[src/rtl/hdmi_video_timing_gen.sv]
// hdmi_video_timing_gen
// Raster timing and test-pattern source for the HDMI TX pixel pins.
// A horizontal/vertical counter pair frames every picture, and a small pattern
// engine fills the active area. Pattern and colour are captured once per frame,
// so software writes never tear a picture. Every output is registered and
// reflects the counter state of the previous cycle.
module hdmi_video_timing_gen #(
   parameter int H_ACTIVE = 640,
   parameter int H_FP     = 16,
   parameter int H_SYNC   = 96,
   parameter int H_BP     = 48,
   parameter int V_ACTIVE = 480,
   parameter int V_FP     = 10,
   parameter int V_SYNC   = 2,
   parameter int V_BP     = 33,
   parameter int HS_POL   = 0,
   parameter int VS_POL   = 0
) (
   input  logic        i_clk,
   input  logic        i_rst,
   input  logic        i_en,
   input  logic [1:0]  i_pattern,
   input  logic [23:0] i_color,
   output logic [23:0] o_tx_d,
   output logic        o_tx_de,
   output logic        o_tx_hs,
   output logic        o_tx_vs,
   output logic [11:0] o_x,
   output logic [11:0] o_y,
   output logic        o_frame_start,
   output logic        o_line_start,
   output logic        o_running
);

   localparam int H_TOTAL = H_ACTIVE + H_FP + H_SYNC + H_BP;
   localparam int V_TOTAL = V_ACTIVE + V_FP + V_SYNC + V_BP;
   localparam int BAR_W   = H_ACTIVE / 8;

   localparam logic [11:0] H_LAST   = 12'(H_TOTAL - 1);
   localparam logic [11:0] V_LAST   = 12'(V_TOTAL - 1);
   localparam logic [11:0] H_ACT    = 12'(H_ACTIVE);
   localparam logic [11:0] V_ACT    = 12'(V_ACTIVE);
   localparam logic [11:0] HS_BEG   = 12'(H_ACTIVE + H_FP);
   localparam logic [11:0] HS_END   = 12'(H_ACTIVE + H_FP + H_SYNC);
   localparam logic [11:0] VS_BEG   = 12'(V_ACTIVE + V_FP);
   localparam logic [11:0] VS_END   = 12'(V_ACTIVE + V_FP + V_SYNC);
   localparam logic [11:0] BAR_LAST = 12'(BAR_W - 1);
   localparam logic        HS_ACT   = (HS_POL != 0) ? 1'b1 : 1'b0;
   localparam logic        VS_ACT   = (VS_POL != 0) ? 1'b1 : 1'b0;

   typedef enum logic [0:0] {
      ST_IDLE = 1'b0,
      ST_RUN  = 1'b1
   } state_t;

   // Colour of each of the eight vertical bars, left to right.
   function automatic logic [23:0] bar_color(input logic [2:0] idx);
      logic [23:0] c;
      case (idx)
         3'd0:    c = 24'hFFFFFF;
         3'd1:    c = 24'hFFFF00;
         3'd2:    c = 24'h00FFFF;
         3'd3:    c = 24'h00FF00;
         3'd4:    c = 24'hFF00FF;
         3'd5:    c = 24'hFF0000;
         3'd6:    c = 24'h0000FF;
         3'd7:    c = 24'h000000;
         default: c = 24'h000000;
      endcase
      return c;
   endfunction

   state_t      state_q, state_d;
   logic [11:0] h_q, h_d;
   logic [11:0] v_q, v_d;
   logic [11:0] bar_cnt_q, bar_cnt_d;   // pixel position inside the current bar
   logic [2:0]  bar_idx_q, bar_idx_d;   // which bar the current pixel belongs to
   logic [1:0]  pat_q, pat_d;           // per-frame shadow of i_pattern
   logic [23:0] col_q, col_d;           // per-frame shadow of i_color

   logic [23:0] tx_d_q, tx_d_d;
   logic        de_q, de_d;
   logic        hs_q, hs_d;
   logic        vs_q, vs_d;
   logic [11:0] x_q, x_d;
   logic [11:0] y_q, y_d;
   logic        fs_q, fs_d;
   logic        ls_q, ls_d;
   logic        run_q, run_d;
   logic        run_s;

   // Timing state, raster counters, bar sub-counter and frame shadows.
   always_ff @(posedge i_clk) begin
      if (!i_rst) begin
         state_q   <= ST_IDLE;
         h_q       <= 12'd0;
         v_q       <= 12'd0;
         bar_cnt_q <= 12'd0;
         bar_idx_q <= 3'd0;
         pat_q     <= 2'd0;
         col_q     <= 24'd0;
      end else begin
         state_q   <= state_d;
         h_q       <= h_d;
         v_q       <= v_d;
         bar_cnt_q <= bar_cnt_d;
         bar_idx_q <= bar_idx_d;
         pat_q     <= pat_d;
         col_q     <= col_d;
      end
   end

   // Next state: i_en only matters in IDLE and on the last pixel of a frame.
   always_comb begin
      state_d   = state_q;
      h_d       = h_q;
      v_d       = v_q;
      bar_cnt_d = bar_cnt_q;
      bar_idx_d = bar_idx_q;
      pat_d     = pat_q;
      col_d     = col_q;
      case (state_q)
         ST_IDLE: begin
            h_d       = 12'd0;
            v_d       = 12'd0;
            bar_cnt_d = 12'd0;
            bar_idx_d = 3'd0;
            if (i_en) begin
               state_d = ST_RUN;
               pat_d   = i_pattern;
               col_d   = i_color;
            end else begin
               state_d = ST_IDLE;
            end
         end
         ST_RUN: begin
            if (h_q == H_LAST) begin
               h_d       = 12'd0;
               bar_cnt_d = 12'd0;
               bar_idx_d = 3'd0;
               if (v_q == V_LAST) begin
                  v_d = 12'd0;
                  if (i_en) begin
                     state_d = ST_RUN;
                     pat_d   = i_pattern;
                     col_d   = i_color;
                  end else begin
                     state_d = ST_IDLE;
                  end
               end else begin
                  v_d = v_q + 12'd1;
               end
            end else begin
               h_d = h_q + 12'd1;
               // Bars advance by counting pixels rather than dividing h.
               if (bar_cnt_q == BAR_LAST) begin
                  bar_cnt_d = 12'd0;
                  bar_idx_d = bar_idx_q + 3'd1;
               end else begin
                  bar_cnt_d = bar_cnt_q + 12'd1;
               end
            end
         end
         default: begin
            state_d = ST_IDLE;
         end
      endcase
   end

   // Output decode from the current counter state; IDLE yields reset levels.
   always_comb begin
      run_s  = (state_q == ST_RUN);
      de_d   = run_s && (h_q < H_ACT) && (v_q < V_ACT);
      hs_d   = (run_s && (h_q >= HS_BEG) && (h_q < HS_END)) ? HS_ACT : ~HS_ACT;
      vs_d   = (run_s && (v_q >= VS_BEG) && (v_q < VS_END)) ? VS_ACT : ~VS_ACT;
      x_d    = de_d ? h_q : 12'd0;
      y_d    = de_d ? v_q : 12'd0;
      fs_d   = de_d && (h_q == 12'd0) && (v_q == 12'd0);
      ls_d   = de_d && (h_q == 12'd0);
      run_d  = run_s;
      tx_d_d = 24'd0;
      if (de_d) begin
         case (pat_q)
            2'd0:    tx_d_d = col_q;
            2'd1:    tx_d_d = bar_color(bar_idx_q);
            2'd2:    tx_d_d = (h_q[3] ^ v_q[3]) ? 24'h000000 : 24'hFFFFFF;
            2'd3:    tx_d_d = {h_q[7:0], v_q[7:0], h_q[7:0] + v_q[7:0]};
            default: tx_d_d = 24'd0;
         endcase
      end else begin
         tx_d_d = 24'd0;
      end
   end

   // Output registers.
   always_ff @(posedge i_clk) begin
      if (!i_rst) begin
         tx_d_q <= 24'd0;
         de_q   <= 1'b0;
         hs_q   <= ~HS_ACT;
         vs_q   <= ~VS_ACT;
         x_q    <= 12'd0;
         y_q    <= 12'd0;
         fs_q   <= 1'b0;
         ls_q   <= 1'b0;
         run_q  <= 1'b0;
      end else begin
         tx_d_q <= tx_d_d;
         de_q   <= de_d;
         hs_q   <= hs_d;
         vs_q   <= vs_d;
         x_q    <= x_d;
         y_q    <= y_d;
         fs_q   <= fs_d;
         ls_q   <= ls_d;
         run_q  <= run_d;
      end
   end

   assign o_tx_d        = tx_d_q;
   assign o_tx_de       = de_q;
   assign o_tx_hs       = hs_q;
   assign o_tx_vs       = vs_q;
   assign o_x           = x_q;
   assign o_y           = y_q;
   assign o_frame_start = fs_q;
   assign o_line_start  = ls_q;
   assign o_running     = run_q;

endmodule

[config.mk]
export PLATFORM = sky130hd
export DESIGN_NAME = hdmi_video_timing_gen
export DESIGN_NICKNAME = d
export VERILOG_FILES = /design/src/rtl/hdmi_video_timing_gen.sv
export SDC_FILE = /design/constraint.sdc
export NUM_CORES = 1
export LEC_CHECK = 0
export ABC_AREA = 1
export CAP_MARGIN = 10
export CORE_ASPECT_RATIO = 0.7
export CORE_MARGIN = 3
export CORE_UTILIZATION = 40
export CTS_BUF_LIST = sky130_fd_sc_hd__clkbuf_4
export DETAILED_ROUTE_END_ITERATION = 6
export SLEW_MARGIN = 20
export SYNTH_ARGS = -nofsm -noshare
export SYNTH_HDL_FRONTEND = slang
export SYNTH_SLANG_ARGS = --single-unit
[constraint.sdc]
create_clock -name i_clk -period 1.6 [get_ports i_clk]
set_clock_uncertainty 0.1 [all_clocks]
set_input_delay 0.4 -clock i_clk [delete_from_list [all_inputs] [get_ports i_clk]]
set_output_delay 0.4 -clock i_clk [all_outputs]
set_load 0.02 [all_outputs]
==> summary.md <==
| Metric | Value |
|---|---|
| R2R cell count | `11` |
| Post-Syn Instances | `776` |
| Lkg Pwr | `about 3.8 nW` |
| Vias in the first global route | `between 5000 and 6000` |
| Grt total ovfl | `0` |
| H-tree depth | `4` |
| # rows | `35` |
| Routed wire length | `17800 um` |
| CP bufs+invs | `3` |
| Initial DRC count | `just under 300` |
| Power Total | `approximately 0.0070 W` |
| Max Slew Vio Count | `0` |
| Yosys warns | `0` |
| Failing checks | `negative setup slack` |
| CP max-delay cell | `dfxtp_4` |
| Seq/Total Area, Yosys | `about 44%` |
| Critical path launch point type | `flip-flop` |
| Crit end category | `flip-flop` |
| Vias per cell | `between 4 and 5` |
| Flops & latches, synth | `about 120` |
| Fin crit period | `between 1.5 and 2 ns` |
| Fin area | `between 8000 and 9000 um^2` |
| RSZ-0062 raised after global routing | `true` |
| Most used DFF post-synth | `dfxtp_1` |
| Synthesized area | `5600 um^2` |
| Mapped Avg Cell Area | `slightly above 7 um^2` |
| Arrival time worst endpoint | `~2.1 ns` |
| Clk sink count | `between 100 and 150` |
| Clk_lat worst skew | `about 0.54 ns` |
| Core area | `roughly 13000 um^2` |
| Routed via count | `5696` |
| Max VDD drop | `approximately 0.00055 V` |
| Max incr delay on CP | `a little under 0.4 ns` |
| Most common cell after layout, fill and taps aside | `nand2_1` |
| Initial antenna violation count | `0` |
| CP Depth | `11` |
| Asr flop ratio synth | `0%` |
| Initial core utilization | `between 40% and 50%` |
| Cell Chain, Critical Path | `inv_4, ha_4, nand3_4, nor2_4, nand2_2, nand2_4, nand3_4, clkbuf_16, nand2_4, inv_2, nor2_1` |
| Max Clk Rate | `just under 600 MHz` |
| Final hold vios | `0` |
| Die Area | `about 15000 um^2` |
| Yosys cell types | `36` |
| PD cells | `about 840 nW/um^2` |
| Die span in x | `around 150 um` |
| Share of layout cells above drive strength 1 | `around 39%` |
| I/O Pins | `83` |
| Status | `complete, but fails checks` |
| Root Driver | `clkbuf_4` |
| DRT antenna net count | `0` |
| Endpoints failing setup | `36` |
| Detailed placement HPWL | `between 10000 and 15000 um` |
| GRT Util Overall | `a little over a fifth` |
| Crit Path Category | `flip-flop to flip-flop` |
| DR pass1 iterations | `5` |
| Inserted Diodes | `0` |
| GRT met1 Usage | `between 30% and 40%` |
| CTS buffer count | `17` |
| Filler cell count | `1179` |
| Final routed DRC violation total | `0` |
| Post-synth EDFFs | `0` |
| Req. time, crit path | `just under 2 ns` |
| P&R area growth vs syn | `49.2%` |
| GR met2 Demand/Resource | `33.9%` |
| GR Util met3 | `4.12%` |
| Routability Congestion | `a little under 0.9` |
| Final TNS setup | `-3.31 ns` |
| Chip height | `roughly 110 um` |
| Tightest hold margin | `about 0.37 ns` |
| Family with the most delay on the worst path | `simple AND/OR/NAND/NOR gates` |
| Most frequent cells in the layout | `nand2_1 (112), inv_1 (106), dfxtp_1 (100)` |
| Most used routing layer | `met2` |
| Final #Nets | `just over 1000` |
| Worst Hold Class | `flip-flop to flip-flop` |
| Max Root-Sink Buffers | `2` |
| Clock-pin slew on the worst setup and hold paths | `between 0.1 and 0.15 ns` |
| Worst Path Max Fanout | `6` |
| CTS tree | `yes` |
| Largest net degree at the start of global routing | `31` |
| Routed wire per std cell | `approximately 15 um` |
| Placed cell area | `about 7200 um^2` |
| First-pass GRT wire length | `around 27000 um` |
| Fin worst setup slack | `-0.133 ns` |
| Max-cap violation count | `0` |
| Port Buffers | `82` |
| Final period utilization | `108%` |
| Hold buffers post-CTS | `0` |
| Hold path cells | `2` |
| Fin util | `between 60% and 70%` |
[power breakdown]
group | leakage (nW) | internal (W) | switching (W) | total [W]
Sequential | 1.01 | 0.00316 | 0.0000614 | 0.00322
Combinational | 2.60 | 0.000504 | 0.000636 | 0.00114
Clock | 0.167 | 0.00139 | 0.00123 | 0.00262
[cell usage after synthesis, types with 13 or more instances]
master / number / share of area (%)
buf_2: 13 / 1.2
dfxtp_1: 123 / 44
nand2_2: 20 / 2.2
a211oi_1: 15 / 2.0
ha_1: 13 / 2.9
o21ai_0: 23 / 2.1
nand4_1: 44 / 4.9
nand2_1: 136 / 9.1
nor2_1: 94 / 6.3
inv_2: 22 / 1.5
nand3_1: 42 / 3.8
inv_1: 127 / 8.5
a21oi_1: 32 / 2.9
nor3_1: 14 / 1.3
[what timing repair did]
action / CTS / global route
pin swaps: 20 / 42
setup endpoints to repair: 139 / 108
buffers inserted: 14 / 12
resized for setup: 283 / 165
gates cloned: 2 / 4
[layer usage]
layer  vias to the layer above  wire length [um]
li1                       2833                 -
met4                         0               257
met2                       158              8170
met5                         -                 0
met3                        28               948
met1                      2677              8460
[worst paths after layout]
kind / endpoint / slack [ns] / start
worst min-delay path: bar_cnt_q[11] / 0.37 / bar_cnt_q[11]
worst max register to register: col_q[15] / -0.13 / v_q[0]
worst max-delay path: col_q[15] / -0.13 / v_q[0]
worst min register to register: bar_cnt_q[11] / 0.37 / bar_cnt_q[11]
[worst reg2reg max path, stage by stage, from the launching register on]
cell and delay, ns:
dfxtp_4 0.39, inv_4 0.07, ha_4 0.14, nand3_4 0.08, nor2_4 0.10, nand2_2 0.08
nand2_4 0.14, nand3_4 0.19, clkbuf_16 0.23, nand2_4 0.06, inv_2 0.02, nor2_1 0.06
[final cells by class]
class                           instances  area (um^2)  area share [%]
Tap cell                              185          231            2.77
Sequential cell                       123         2510            30.0
Multi-Input combinational cell        481         3090            37.0
Timing Repair Buffer                  191         1610            19.3
Clock inverter                         14          201            2.41
Inverter                              149          578            6.92
Clock buffer                           18          135            1.62
[state kept, by name, indices dropped and copies added, names as in the netlist, named ones only]
| register | flops |
|---|---|
| col_q | 24 |
| run_d | 1 |
| o_running | 1 |
| o_x | 12 |
| bar_cnt_q | 12 |
| o_frame_start | 1 |
| o_tx_d | 24 |
| o_tx_de | 1 |
| o_y | 12 |
| h_q | 12 |
| bar_idx_q | 3 |
| o_tx_hs | 1 |
| o_tx_vs | 1 |
| o_line_start | 1 |
| pat_q | 2 |
| v_q | 12 |
[kinds of logic after synthesis]
family | Yosys count | share of synthesized area [%]
compound gates | 84 | 8.58
xor+xnor | 7 | 1.09
buf+inv | 177 | 12.6
other cells | 1 | 0.0670
fa+ha+maj | 14 | 3.26
flops | 123 | 44.0
simple gates | 370 | 30.5
[through the flow]
step	std cells	setup slack (ns)
after detailed placement	1100	-0.553
after floorplan	780	0.00443
final	1161	-0.133
after global placement	1100	-0.421
after CTS	1146	-0.0869
after global routing	1161	-0.202
Note: power is estimated with default switching activity, not from simulation.
